<file path="config.mk">
export PLATFORM = sky130hd
export DESIGN_NAME = mul_nterm_seq
export DESIGN_NICKNAME = d
export VERILOG_FILES = /design/src/rtl/mul_nterm_seq.sv
export SDC_FILE = /design/constraint.sdc
export NUM_CORES = 1
export LEC_CHECK = 0
export BUFFER_PORTS_ARGS = -buffer_cell sky130_fd_sc_hd__buf_4
export CORE_MARGIN = 2
export CORE_UTILIZATION = 60
export CTS_CLUSTER_SIZE = 30
export DETAILED_ROUTE_END_ITERATION = 10
export GPL_ROUTABILITY_DRIVEN = 0
export PLACE_DENSITY_LB_ADDON = 0.3
export SYNTH_ARGS = -nofsm -noshare
export SYNTH_HDL_FRONTEND = slang
export SYNTH_SLANG_ARGS = --single-unit
export TNS_END_PERCENT = 5
</file>
<file path="constraint.sdc">
create_clock -name clk -period 7.5 [get_ports clk]
set_input_delay 1.125 -clock clk [delete_from_list [all_inputs] [get_ports clk]]
set_output_delay 1.125 -clock clk [all_outputs]
set_load 0.1 [all_outputs]
</file>
<file path="src/rtl/mul_nterm_seq.sv">
`default_nettype none
// ============================================================================
// Module   : mul_nterm_seq
// Purpose  : Sequential product of a selected subset of NTERMS signed
//            WIDTH-bit terms. A single WIDTHxWIDTH signed multiplier is
//            stepped over one term index per cycle. Unselected terms count
//            as 1. Each partial product either wraps or saturates, chosen per
//            transaction. A sticky overflow flag records any partial product
//            that does not fit, and a zero partial product ends the
//            iteration early.
// Ports    : clk, n_reset          - clock / async active-low reset
//            in_valid, in_ready    - request handshake
//            terms, sel, sat       - request payload (sampled on accept)
//            out_valid, out_ready  - result handshake
//            result, overflow      - signed product and overflow flag
//            busy                  - high while computing or presenting
// Revision : 1.0 - initial release
// ============================================================================
module mul_nterm_seq #(
  parameter int WIDTH  = 8,
  parameter int NTERMS = 3
) (
  input  logic                    clk,
  input  logic                    n_reset,
  input  logic                    in_valid,
  output logic                    in_ready,
  input  logic [NTERMS*WIDTH-1:0] terms,
  input  logic [NTERMS-1:0]       sel,
  input  logic                    sat,
  output logic                    out_valid,
  input  logic                    out_ready,
  output logic [WIDTH-1:0]        result,
  output logic                    overflow,
  output logic                    busy
);

  localparam int IDXW = (NTERMS > 1) ? $clog2(NTERMS) : 1;
  localparam int NPAD = 2 ** IDXW;

  localparam logic [IDXW-1:0]        LAST_IDX = IDXW'(NTERMS - 1);
  localparam logic signed [2*WIDTH-1:0] P_MAX = {{(WIDTH+1){1'b0}}, {(WIDTH-1){1'b1}}};
  localparam logic signed [2*WIDTH-1:0] P_MIN = {{(WIDTH+1){1'b1}}, {(WIDTH-1){1'b0}}};
  localparam logic [WIDTH-1:0]       A_MAX = {1'b0, {(WIDTH-1){1'b1}}};
  localparam logic [WIDTH-1:0]       A_MIN = {1'b1, {(WIDTH-1){1'b0}}};
  localparam logic [WIDTH-1:0]       A_ONE = WIDTH'(1);

  typedef enum logic [1:0] {
    S_IDLE = 2'd0,
    S_MUL  = 2'd1,
    S_DONE = 2'd2
  } state_t;

  state_t                    state, state_n;
  logic [WIDTH-1:0]          acc, acc_n;
  logic [IDXW-1:0]           idx, idx_n;
  logic                      ovf, ovf_n;
  logic [NTERMS*WIDTH-1:0]   terms_q, terms_n;
  logic [NTERMS-1:0]         sel_q, sel_n;
  logic                      sat_q, sat_n;
  logic [WIDTH-1:0]          result_q, result_n;
  logic                      overflow_q, overflow_n;

  // Term/select tables padded to a power of two so idx never indexes past
  // the end, whatever NTERMS is.
  logic [WIDTH-1:0]          term_tab [NPAD];
  logic [NPAD-1:0]           sel_tab;

  for (genvar i = 0; i < NPAD; i++) begin : g_tab
    if (i < NTERMS) begin : g_real
      assign term_tab[i] = terms_q[i*WIDTH +: WIDTH];
      assign sel_tab[i]  = sel_q[i];
    end else begin : g_pad
      assign term_tab[i] = '0;
      assign sel_tab[i]  = 1'b0;
    end
  end

  logic [WIDTH-1:0]          cur_term;
  logic                      cur_sel;
  logic signed [2*WIDTH-1:0] prod;
  logic                      prod_ovf;
  logic [WIDTH-1:0]          step_val;

  assign cur_term = term_tab[idx];
  assign cur_sel  = sel_tab[idx];

  // Full-width product from sign-extended operands, so no bits are lost.
  assign prod = $signed({{WIDTH{acc[WIDTH-1]}}, acc}) *
                $signed({{WIDTH{cur_term[WIDTH-1]}}, cur_term});

  assign prod_ovf = (prod > P_MAX) || (prod < P_MIN);

  always_comb begin
    step_val = prod[WIDTH-1:0];
    if (sat_q && prod_ovf) begin
      step_val = prod[2*WIDTH-1] ? A_MIN : A_MAX;
    end
  end

  always_ff @(posedge clk or negedge n_reset) begin
    if (!n_reset) begin
      state      <= S_IDLE;
      acc        <= A_ONE;
      idx        <= '0;
      ovf        <= 1'b0;
      terms_q    <= '0;
      sel_q      <= '0;
      sat_q      <= 1'b0;
      result_q   <= '0;
      overflow_q <= 1'b0;
    end else begin
      state      <= state_n;
      acc        <= acc_n;
      idx        <= idx_n;
      ovf        <= ovf_n;
      terms_q    <= terms_n;
      sel_q      <= sel_n;
      sat_q      <= sat_n;
      result_q   <= result_n;
      overflow_q <= overflow_n;
    end
  end

  always_comb begin
    state_n    = state;
    acc_n      = acc;
    idx_n      = idx;
    ovf_n      = ovf;
    terms_n    = terms_q;
    sel_n      = sel_q;
    sat_n      = sat_q;
    result_n   = result_q;
    overflow_n = overflow_q;

    case (state)
      S_IDLE: begin
        if (in_valid && in_ready) begin
          terms_n = terms;
          sel_n   = sel;
          sat_n   = sat;
          acc_n   = A_ONE;
          idx_n   = '0;
          ovf_n   = 1'b0;
          state_n = S_MUL;
        end
      end
      S_MUL: begin
        if (cur_sel) begin
          acc_n = step_val;
          ovf_n = ovf | prod_ovf;
        end
        idx_n = idx + IDXW'(1);
        // Only a selected update can produce the zero that ends early; an
        // unselected zero term leaves acc alone.
        if ((idx == LAST_IDX) || (cur_sel && (step_val == '0))) begin
          state_n    = S_DONE;
          result_n   = acc_n;
          overflow_n = ovf_n;
        end
      end
      S_DONE: begin
        if (out_ready) begin
          state_n = S_IDLE;
        end
      end
      default: begin
        state_n = S_IDLE;
      end
    endcase
  end

  // in_ready is gated by the reset pin so it drops immediately on assertion.
  assign in_ready  = (state == S_IDLE) && n_reset;
  assign out_valid = (state == S_DONE);
  assign busy      = (state != S_IDLE);
  assign result    = result_q;
  assign overflow  = overflow_q;

endmodule
`default_nettype wire

</file>
==> results.md, run 1 <==
* Outcome: finished, final reports clean
* WHS Endpoint: terms_q[2]
* Mapped Avg Cell Area at ~8.6 um2
* Headroom to the max-slew limit at 0.248
* Height of the die at 96.7 um
* Post-CTS sizing at 0
* Hold depth at 2
* RSZ-0062 raised after global routing: no
* Slew Limit Fails at 0
* Initial antenna violation count at 0
* Die extent in x at 96.7 um
* Post-synth EDFFs at 0
* RR Endpoint: result[3]
* Final setup viols at 0
* Vias/cell at between 5 and 6
* Overflow after GRT at 0
* Setup TNS at 0 ns
* R2R Setup Slk at 0.56 ns
* Syn Inst Count at between 600 and 700
* Core ar. at 0.00826 mm2
* Synth unique cells at just under 60
* Worst setup EP type: flop
* Via count at approximately 4300
* Fmax at between 100 and 150 MHz
* Number of hold violations in the final report at 0
* Share of cells above drive strength 1 at 0.104
* CTS HTree Levels at 2
* Worst Path Class, Setup: flop to flop
* Sequential element share of the synthesized area at 0.243
* Mapped Nets at 719
* Iter 0 DRT Violations at ~320
* Min Tclk post-route at roughly 6.9 ns
* Mapped Area at 0.00515 mm2
* WP data arrival at between 7 and 8 ns
* Antenna diode count at 0
* Hold crit path type: flop to flop
* Num CTS Buffers at 5
* DR WL/cell at around 16 um
* R2R Path Start: idx[1]
* Hold_buf cts at 0
* Clock root buffer: clkbuf_8
* Clock Sinks at 50
* Max-cap viol count at 0
* Worst path required time at approximately 7.7 ns
* DRT antenna net count at 0
* Top_reg_cell synth: dfrtp_1
* Post-CTS Setup Inserts at 0
* WHS at approximately 0.49 ns
* Startpoint types: flop
* Cell Rows at 33
* Vias in the first global route at 4402
* Worst slew pin tran at ~1.1 ns
* Die area at 0.00935 mm2
* CTS tree: built
* Initial Util at 0.624
* Crit share post-route at 0.926
* R2r worst-path depth at 20
* Worst-skew pair later-pin latency at 0.31 ns
* Final #Nets at around 750
* Drt total wl at between 10000 and 15000 um
* Worst-case clock buffer depth at 2
* Hold path start: terms_q[2]
* TritonRoute pass-1 iters at 5
* Global-route wire length before repair at roughly 20000 um
* Gr usage total at 0.259
* FF+latch count, synth at 50
* Clock-pin transition on the worst setup and hold timing paths at approximately 0.09 ns
* Largest net degree at the start of global routing at 53
* Syn. warnings at 0
* Filler cells at between 600 and 700
* I/O Pins at 44
* DRC Markers at 0
* DP HPWL at ~9300 um
* Critical path peak fanout at 14
* Area grow syn2layout at 9.03%
* Count of port buffers added during placement at between 40 and 50
* Layout Skew at between 0.004 and 0.005 ns
* Async SR Flop Fraction at 1.00
==> cell usage after synthesis (2+ instances only) <==
library cell	count	share of area
a211oi_1	3	0.0044
a21o_1	4	0.0058
a21oi_1	17	0.017
a21oi_2	2	0.0034
a31oi_1	4	0.0049
a32oi_1	6	0.010
and2_1	41	0.050
and3_1	3	0.0036
buf_1	5	0.0036
buf_2	4	0.0039
clkbuf_1	12	0.0087
dfrtp_1	49	0.24
fa_1	55	0.21
ha_1	30	0.073
inv_1	101	0.074
mux2i_1	11	0.021
nand2_1	113	0.082
nand2b_1	7	0.0085
nand3_1	6	0.0058
nand3b_1	2	0.0029
nor2_1	32	0.023
nor2_2	2	0.0024
nor2b_1	2	0.0024
nor3_1	6	0.0058
o2111ai_1	2	0.0034
o211ai_1	12	0.017
o21a_1	2	0.0029
o21ai_0	9	0.0087
o21ai_1	10	0.0097
o22ai_1	6	0.0073
o31ai_1	7	0.010
xnor2_1	11	0.019
==> critical path, cell delays in order (launching register included) <==
cell and delay (ns):
dfrtp_1 0.59, nor2b_1 0.55, nand2_1 0.10, o21ai_0 0.30, inv_1 0.23, nor2_1 0.19
fa_1 0.48, fa_1 0.52, fa_1 0.54, inv_1 0.05, fa_1 0.53, inv_1 0.04
ha_1 0.40, a21oi_2 0.31, o211ai_1 0.18, a221oi_2 0.30, xnor2_1 0.34, nor2_2 0.11
a221o_2 0.53, a21oi_1 0.37, o31ai_1 0.13
==> worst max-delay path by stage <==
| stage | startpoint | end | slack [ns] | cells past startpoint |
|---|---|---|---|---|
| 4_1_cts | idx[1] | result[1] | 0.60 | 20 |
| 6_report | idx[1] | result[3] | 0.56 | 20 |
| 3_5_place_dp | idx[1] | result[1] | 0.63 | 20 |
| 2_1_floorplan | idx[1] | acc[1] | 1.55 | 22 |
| 5_1_grt | idx[1] | result[1] | 0.03 | 20 |
| 3_3_place_gp | idx[1] | result[2] | 0.81 | 20 |
==> per-layer routing <==
| metal | track usage | wire (um) | part of all wire |
|---|---|---|---|
| met1 | 0.356 | 4820 | 0.41 |
| met2 | 0.436 | 5900 | 0.50 |
| met3 | 0.0397 | 797 | 0.068 |
| met4 | 0.0596 | 209 | 0.018 |
| met5 | 0 | 0 | 0 |
==> layout make-up <==
cell class	count	area, um2	share of cell area
flip-flops and latches	50	1250	0.223
clock buffers	6	82.6	0.0147
inverters	101	379	0.0675
repair buffers	44	330	0.0588
well taps	105	131	0.0234
clock inverters	2	12.5	0.00223
multi-input cells	429	3430	0.611
==> sequential cells by signal (all words and copies together), names as in the netlist <==
signal / flops
terms_q: 24
acc: 8
result: 8
sel_q: 3
idx: 2
state: 2
overflow: 1
ovf: 1
sat_q: 1
==> stage by stage <==
| stage | setup WS (ns) | instance area, um2 | instances | util |
|---|---|---|---|---|
| 3_3_place_gp | 0.812 | 5520 | 729 | 0.669 |
| 2_1_floorplan | 1.55 | 5150 | 602 | - |
| 4_1_cts | 0.602 | 5620 | 737 | 0.680 |
| 5_1_grt | 0.0314 | 5620 | 737 | 0.680 |
| 6_report | 0.558 | 5620 | 737 | 0.680 |
| 3_5_place_dp | 0.628 | 5520 | 729 | 0.669 |
==> cells in the final DEF (no fill, tap or decap), types with 7 or more instances in the layout <==
cell type and instances:
nand2b_1 7, nor2_1 32, o21ai_1 10, o21ai_0 9
dfrtp_1 49, fa_1 55, o211ai_1 12, nand2_1 113
ha_1 30, inv_1 101, a21oi_1 17, o31ai_1 7
buf_4 44, xnor2_1 11, and2_1 41, mux2i_1 11
==> cell families (layout without fill, tap and decap cells) <==
kind of cell | count (synthesis) | count (layout) | synth area share
flip-flops | 50 | 50 | 0.243
buffers and inverters | 123 | 153 | 0.0913
adder cells (fa/ha/maj) | 85 | 85 | 0.286
XOR/XNOR | 11 | 11 | 0.0187
AND/OR/NAND/NOR | 221 | 221 | 0.200
multiplexers | 12 | 12 | 0.0243
AO/OA/AOI/OAI | 100 | 100 | 0.137
Power of run 1 is not shown: default switching activity piles up to over one toggle a cycle in this logic, so the estimate is an artifact.
==> run 2, diff against run 1 <==
Clock period 7.5 ns to 8.2 ns, I/O delays scaled along.
==> results.md, run 2 (synthesized netlist as in run 1, its figures left out) <==
* Setup TNS at 0 ns (unchanged)
* Final #Nets at 748 (unchanged)
* Hold path start: sel_q[1] (was terms_q[2])
* Number of hold violations in the final report at 0 (unchanged)
* Min Tclk post-route at 6.93 ns (was 6.94 ns)
* Vias/cell at 5.75 (was 5.81)
* Die area at 0.00935 mm2 (unchanged)
* Max reg flops at 24 (unchanged)
* Place WS at 1.32 ns (was 0.628 ns)
* Clock Sinks at 50 (unchanged)
* WP data arrival at 7.10 ns (was 7.11 ns)
* WHS Endpoint: sel_q[1] (was terms_q[2])
* Die extent in x at 96.7 um (unchanged)
* Worst Path Class, Setup: flop to flop (unchanged)
* Outcome: finished, final reports clean (unchanged)
* Post-CTS sizing at 0 (unchanged)
* Initial Util at 0.624 (unchanged)
* Drt total wl at 11600 um (was 11700 um)
* Final setup viols at 0 (unchanged)
* Final worst slack at 1.27 ns (was 0.558 ns)
* Num CTS Buffers at 5 (unchanged)
* Hold_buf cts at 0 (unchanged)
* Core ar. at 0.00826 mm2 (unchanged)
* TritonRoute pass-1 iters at 5 (unchanged)
* DR WL/cell at 15.7 um (was 15.9 um)
* Max-cap viol count at 0 (unchanged)
* Clock root buffer: clkbuf_8 (unchanged)
* Reg with most FFs: terms_q (unchanged)
* Count of port buffers added during placement at 43 (unchanged)
* Area grow syn2layout at 9.03% (unchanged)
* Worst setup EP type: flop (unchanged)
* Cell Rows at 33 (unchanged)
* Layout Skew at 0.00346 ns (was 0.00492 ns)
* Gr usage total at 0.258 (was 0.259)
* Iter 0 DRT Violations at 268 (was 321)
* Height of the die at 96.7 um (unchanged)
* Startpoint types: flop (unchanged)
* Initial antenna violation count at 0 (unchanged)
* Worst-skew pair later-pin latency at 0.31 ns (about the same)
* Hold crit path type: flop to flop (unchanged)
* Fmax at 144 MHz (about the same)
* Hold depth at 2 (unchanged)
* Share of cells above drive strength 1 at 0.104 (unchanged)
* Headroom to the max-slew limit at 0.261 (was 0.248)
* R2R Setup Slk at 1.27 ns (was 0.56 ns)
* Critical path peak fanout at 12 (was 14)
* Largest net degree at the start of global routing at 53 (unchanged)
* RSZ-0062 raised after global routing: no (unchanged)
* Clock-pin transition on the worst setup and hold timing paths at 0.09 ns (about the same)
* Post-layout util at 0.680 (unchanged)
* R2R Path Start: idx[1] (unchanged)
* Worst-case clock buffer depth at 2 (unchanged)
* CTS tree: built (unchanged)
* Slew Limit Fails at 0 (unchanged)
* Post-CTS Setup Inserts at 0 (unchanged)
* Antenna diode count at 0 (unchanged)
* RR Endpoint: result[1] (was result[3])
* CTS HTree Levels at 2 (unchanged)
* Vias in the first global route at 4249 (was 4402)
* Global-route wire length before repair at 20100 um (was 20300 um)
* I/O Pins at 44 (unchanged)
* Crit share post-route at 0.845 (was 0.926)
* Via count at 4235 (was 4280)
* DP HPWL at 9210 um (was 9280 um)
* R2r worst-path depth at 20 (unchanged)
* Most frequent cells in the layout: 113 x nand2_1, 101 x inv_1, 55 x fa_1 (unchanged)
* Commonest non-fill, non-tap cell in the layout: nand2_1 (unchanged)
* Worst slew pin tran at 1.11 ns (was 1.13 ns)
* DRC Markers at 0 (unchanged)
* Worst path required time at 8.37 ns (was 7.67 ns)
* Overflow after GRT at 0 (unchanged)
* DRT antenna net count at 0 (unchanged)
==> run 2: cell counts in the layout (fill, tap and decap cells not counted) <==
No cell type changed its count.
==> run 2: layout make-up <==
type / instances / area [um2]
clock buffer: 6 / 82.6
clock inverter: 2 / 12.5
fill: 658 / 2640
inverter: 101 / 379
multi-input combinational: 429 / 3430
sequential: 50 / 1250
tap: 105 / 131
timing repair buffer: 44 / 330
==> run 2: per-stage QoR <==
step	std cells	instance area (um2)	hold WS (ns)
2_1_floorplan	602	5150	0.445
3_3_place_gp	729	5520	0.460
3_5_place_dp	729	5520	0.463
4_1_cts	737	5620	0.486
5_1_grt	737	5620	0.508
6_report	737	5620	0.488
==> run 2: worst max-delay path by stage <==
stage                       from         to
after floorplan           idx[1]     acc[1]
after global routing      idx[1]  result[1]
after CTS                 idx[1]  result[1]
final                     idx[1]  result[1]
after global placement    idx[1]  result[2]
after detailed placement  idx[1]  result[1]
==> run 2: routing by layer <==
layer  global-route usage  routed length [um]  up-vias
met5                    0                   0        -
met4               0.0639                 235        0
met3               0.0397                 774       30
met2                0.429                5730      169
met1                0.357                4830     2036
li1                     -                   -     2000
==> run 2: worst max-delay path, stage by stage (launching register included) <==
cell,delay (ns)
dfrtp_1,0.60
nor2b_1,0.54
nand2_1,0.10
o21ai_0,0.30
inv_1,0.23
nor2_1,0.19
fa_1,0.48
fa_1,0.52
fa_1,0.54
inv_1,0.05
fa_1,0.52
inv_1,0.04
ha_1,0.40
a21oi_2,0.31
o211ai_1,0.18
a221oi_2,0.30
xnor2_1,0.36
nor2_2,0.12
a22o_1,0.31
a21oi_1,0.51
o31ai_1,0.18
Power of run 2 is left out for the same reason.
==> run 3, diff against run 2 <==
Settings changed: ABC_AREA set to 1.
Clock period 8.2 ns to 6.96 ns, I/O delays scaled along.
==> results.md, run 3 <==
* Worst setup EP type: flop (unchanged)
* Largest net degree at the start of global routing at 52 (was 53)
* Max reg flops at 24 (unchanged)
* Synth unique cells at 29 (was 58)
* Die area at 0.00931 mm2 (was 0.00935 mm2)
* Clock Sinks at 50 (unchanged)
* Die extent in x at 96.5 um (was 96.7 um)
* Post-synth top cells: 155 x inv_1, 142 x nand2_1, 103 x nor2_1 (was 113 x nand2_1, 101 x inv_1, 55 x fa_1)
* Final #Nets at 831 (was 748)
* Min Tclk post-route at 6.40 ns (was 6.93 ns)
* Critical path's most frequent cell: nand2_1 (was fa_1)
* Slew Limit Fails at 0 (unchanged)
* Synth area leaders: dfrtp_1 24%, fa_1 21%, inv_1 11% (was dfrtp_1 24%, fa_1 21%, nand2_1 8.2%)
* Worst Path Class, Setup: flop to flop (unchanged)
* Commonest non-fill, non-tap cell in the layout: inv_1 (was nand2_1)
* FF+latch count, synth at 50 (unchanged)
* Post-synthesis cell type with the largest combined area: dfrtp_1 (unchanged)
* Global-route wire length before repair at 18300 um (was 20100 um)
* Reg with most FFs: terms_q (unchanged)
* Outcome: finished, final reports clean (unchanged)
* Crit share post-route at 0.919 (was 0.845)
* Layout Skew at 0.00726 ns (was 0.00346 ns)
* Worst-skew pair later-pin latency at 0.30 ns (was 0.31 ns)
* I/O Pins at 44 (unchanged)
* Most frequent cell after synthesis: inv_1 (was nand2_1)
* TritonRoute pass-1 iters at 5 (unchanged)
* Design area at 0.00569 mm2 (was 0.00562 mm2)
* DRT antenna net count at 0 (unchanged)
* Number of hold violations in the final report at 0 (unchanged)
* DP HPWL at 9310 um (was 9210 um)
* CTS HTree Levels at 2 (unchanged)
* Mapped Area at 0.00513 mm2 (was 0.00515 mm2)
* Post-Place Cells at 812 (was 729)
* Hold depth at 2 (unchanged)
* WHS at 0.493 ns (was 0.488 ns)
* Setup TNS at 0 ns (unchanged)
* Final std cells w/o fill at 820 (was 737)
* DR WL/cell at 13.6 um (was 15.7 um)
* Hold crit path type: flop to flop (unchanged)
* Cell Rows at 33 (unchanged)
* Sequential element share of the synthesized area at 0.244 (was 0.243)
* Post-synth EDFFs at 0 (unchanged)
* Startpoint types: flop (unchanged)
* Iter 0 DRT Violations at 382 (was 268)
* Headroom to the max-slew limit at 0.548 (was 0.261)
* Syn. warnings at 0 (unchanged)
* WP data arrival at 6.59 ns (was 7.10 ns)
* Crit path largest cell delay at 0.56 ns (was 0.60 ns)
* Async SR Flop Fraction at 1.00 (unchanged)
* Overflow after GRT at 0 (unchanged)
* Syn Inst Count at 670 (was 602)
* Initial antenna violation count at 0 (unchanged)
* RSZ-0062 raised after global routing: no (unchanged)
* Most frequent cells in the layout: 154 x inv_1, 142 x nand2_1, 102 x nor2_1 (was 113 x nand2_1, 101 x inv_1, 55 x fa_1)
* Initial Util at 0.622 (was 0.624)
* Height of the die at 96.5 um (was 96.7 um)
* Clock-pin transition on the worst setup and hold timing paths at 0.10 ns (was 0.09 ns)
* Area grow syn2layout at 10.8% (was 9.03%)
* Worst slew pin tran at 0.671 ns (was 1.11 ns)
* Vias/cell at 5.29 (was 5.75)
* Post-synth top area share at 0.239 (was 0.238)
* Critical path peak fanout at 11 (was 12)
* Worst-case clock buffer depth at 2 (unchanged)
* Gr usage total at 0.250 (was 0.258)
* Max-cap viol count at 0 (unchanged)
* Worst path required time at 7.16 ns (was 8.37 ns)
* Top_reg_cell synth: dfrtp_1 (unchanged)
* CTS tree: built (unchanged)
* Mapped Avg Cell Area at 7.66 um2 (was 8.56 um2)
* Filler cells at 686 (was 658)
* Drt total wl at 11100 um (was 11600 um)
* Num CTS Buffers at 5 (unchanged)
* R2r worst-path depth at 31 (was 20)
* Slowest-stage cell, CP: fa_1 (was dfrtp_1)
* Core ar. at 0.00826 mm2 (unchanged)
* Clock root buffer: clkbuf_8 (unchanged)
* Hold_buf cts at 0 (unchanged)
* Count of port buffers added during placement at 43 (unchanged)
* Share of cells above drive strength 1 at 0.145 (was 0.104)
* Vias in the first global route at 4168 (was 4249)
* Antenna diode count at 0 (unchanged)
* Mapped Nets at 787 (was 719)
* Final setup viols at 0 (unchanged)
* Fmax at 156 MHz (was 144 MHz)
* Via count at 4337 (was 4235)
* Post-DP Area at 0.00557 mm2 (was 0.00552 mm2)
* DRC Markers at 0 (unchanged)
run 3: changes by cell type after synthesis, moves of 7 or more:
cell | previous run | this run
and2_1 | 41 | 0
nand3_1 | 6 | 15
inv_1 | 101 | 155
o31ai_1 | 7 | 0
o21ai_1 | 10 | 1
o211ai_1 | 12 | 0
xnor2_1 | 11 | 1
nand2b_1 | 7 | 0
nor2_1 | 32 | 103
mux2_2 | 0 | 21
nand3_2 | 0 | 11
nand2_1 | 113 | 142
mux2i_1 | 11 | 0
o21ai_0 | 9 | 27
run 3: area by class of cell:
| type | count | area [um2] | area share |
|---|---|---|---|
| Clock buffer | 5 | 68.8 | 0.0121 |
| Tap cell | 105 | 131 | 0.0231 |
| Sequential cell | 50 | 1250 | 0.221 |
| Timing Repair Buffer | 46 | 345 | 0.0607 |
| Multi-Input combinational cell | 447 | 3230 | 0.568 |
| Clock inverter | 3 | 43.8 | 0.00770 |
| Inverter | 164 | 616 | 0.108 |
run 3: final timing paths:
kind                           start   endpoint  slack [ns]
hold reg to reg            result[6]  result[6]        0.49
hold / removal             result[6]  result[6]        0.49
setup reg to reg              idx[1]  result[0]        0.56
min in group asynchronous    n_reset  result[5]        0.74
max in group asynchronous    n_reset     idx[1]        5.75
setup / recovery              idx[1]  result[0]        0.56
run 3: logic make-up after synthesis:
| logic type | after synthesis | share of synthesized area |
|---|---|---|
| multiplexers | 21 | 0.0461 |
| adder cells (fa/ha/maj) | 85 | 0.288 |
| buffers and inverters | 173 | 0.128 |
| XOR/XNOR | 1 | 0.00171 |
| AND/OR/NAND/NOR | 289 | 0.240 |
| flip-flops | 50 | 0.244 |
| AO/OA/AOI/OAI | 51 | 0.0529 |
run 3: repair_timing:
item	CTS	global route
gates resized for setup	0	9
setup endpoints to repair	0	17
setup buffers	0	0
run 3: layer usage:
layer,part of all wire,vias up,global-route usage
met5,0,-,0
met4,0.010,0,0.0317
met3,0.071,19,0.0341
met2,0.50,173,0.434
met1,0.42,2051,0.347
li1,-,2094,-
run 3: critical path, delay by kind of cell (launching register included):
kind	cells	cell delay [ns]
adders and majority gates	5	2.41
and+or+nand+nor	19	2.38
AOI/OAI and AO/OA	1	0.40
DFF	1	0.46
buffers and inverters	6	0.64
run 3: through the flow:
| step | util | setup slack [ns] |
|---|---|---|
| after floorplan | - | 1.34 |
| after global placement | 0.674 | 0.466 |
| after detailed placement | 0.674 | 0.276 |
| after CTS | 0.688 | 0.237 |
| after global routing | 0.689 | 0.0571 |
| final | 0.689 | 0.564 |
Power of run 3 is left out for the same reason.
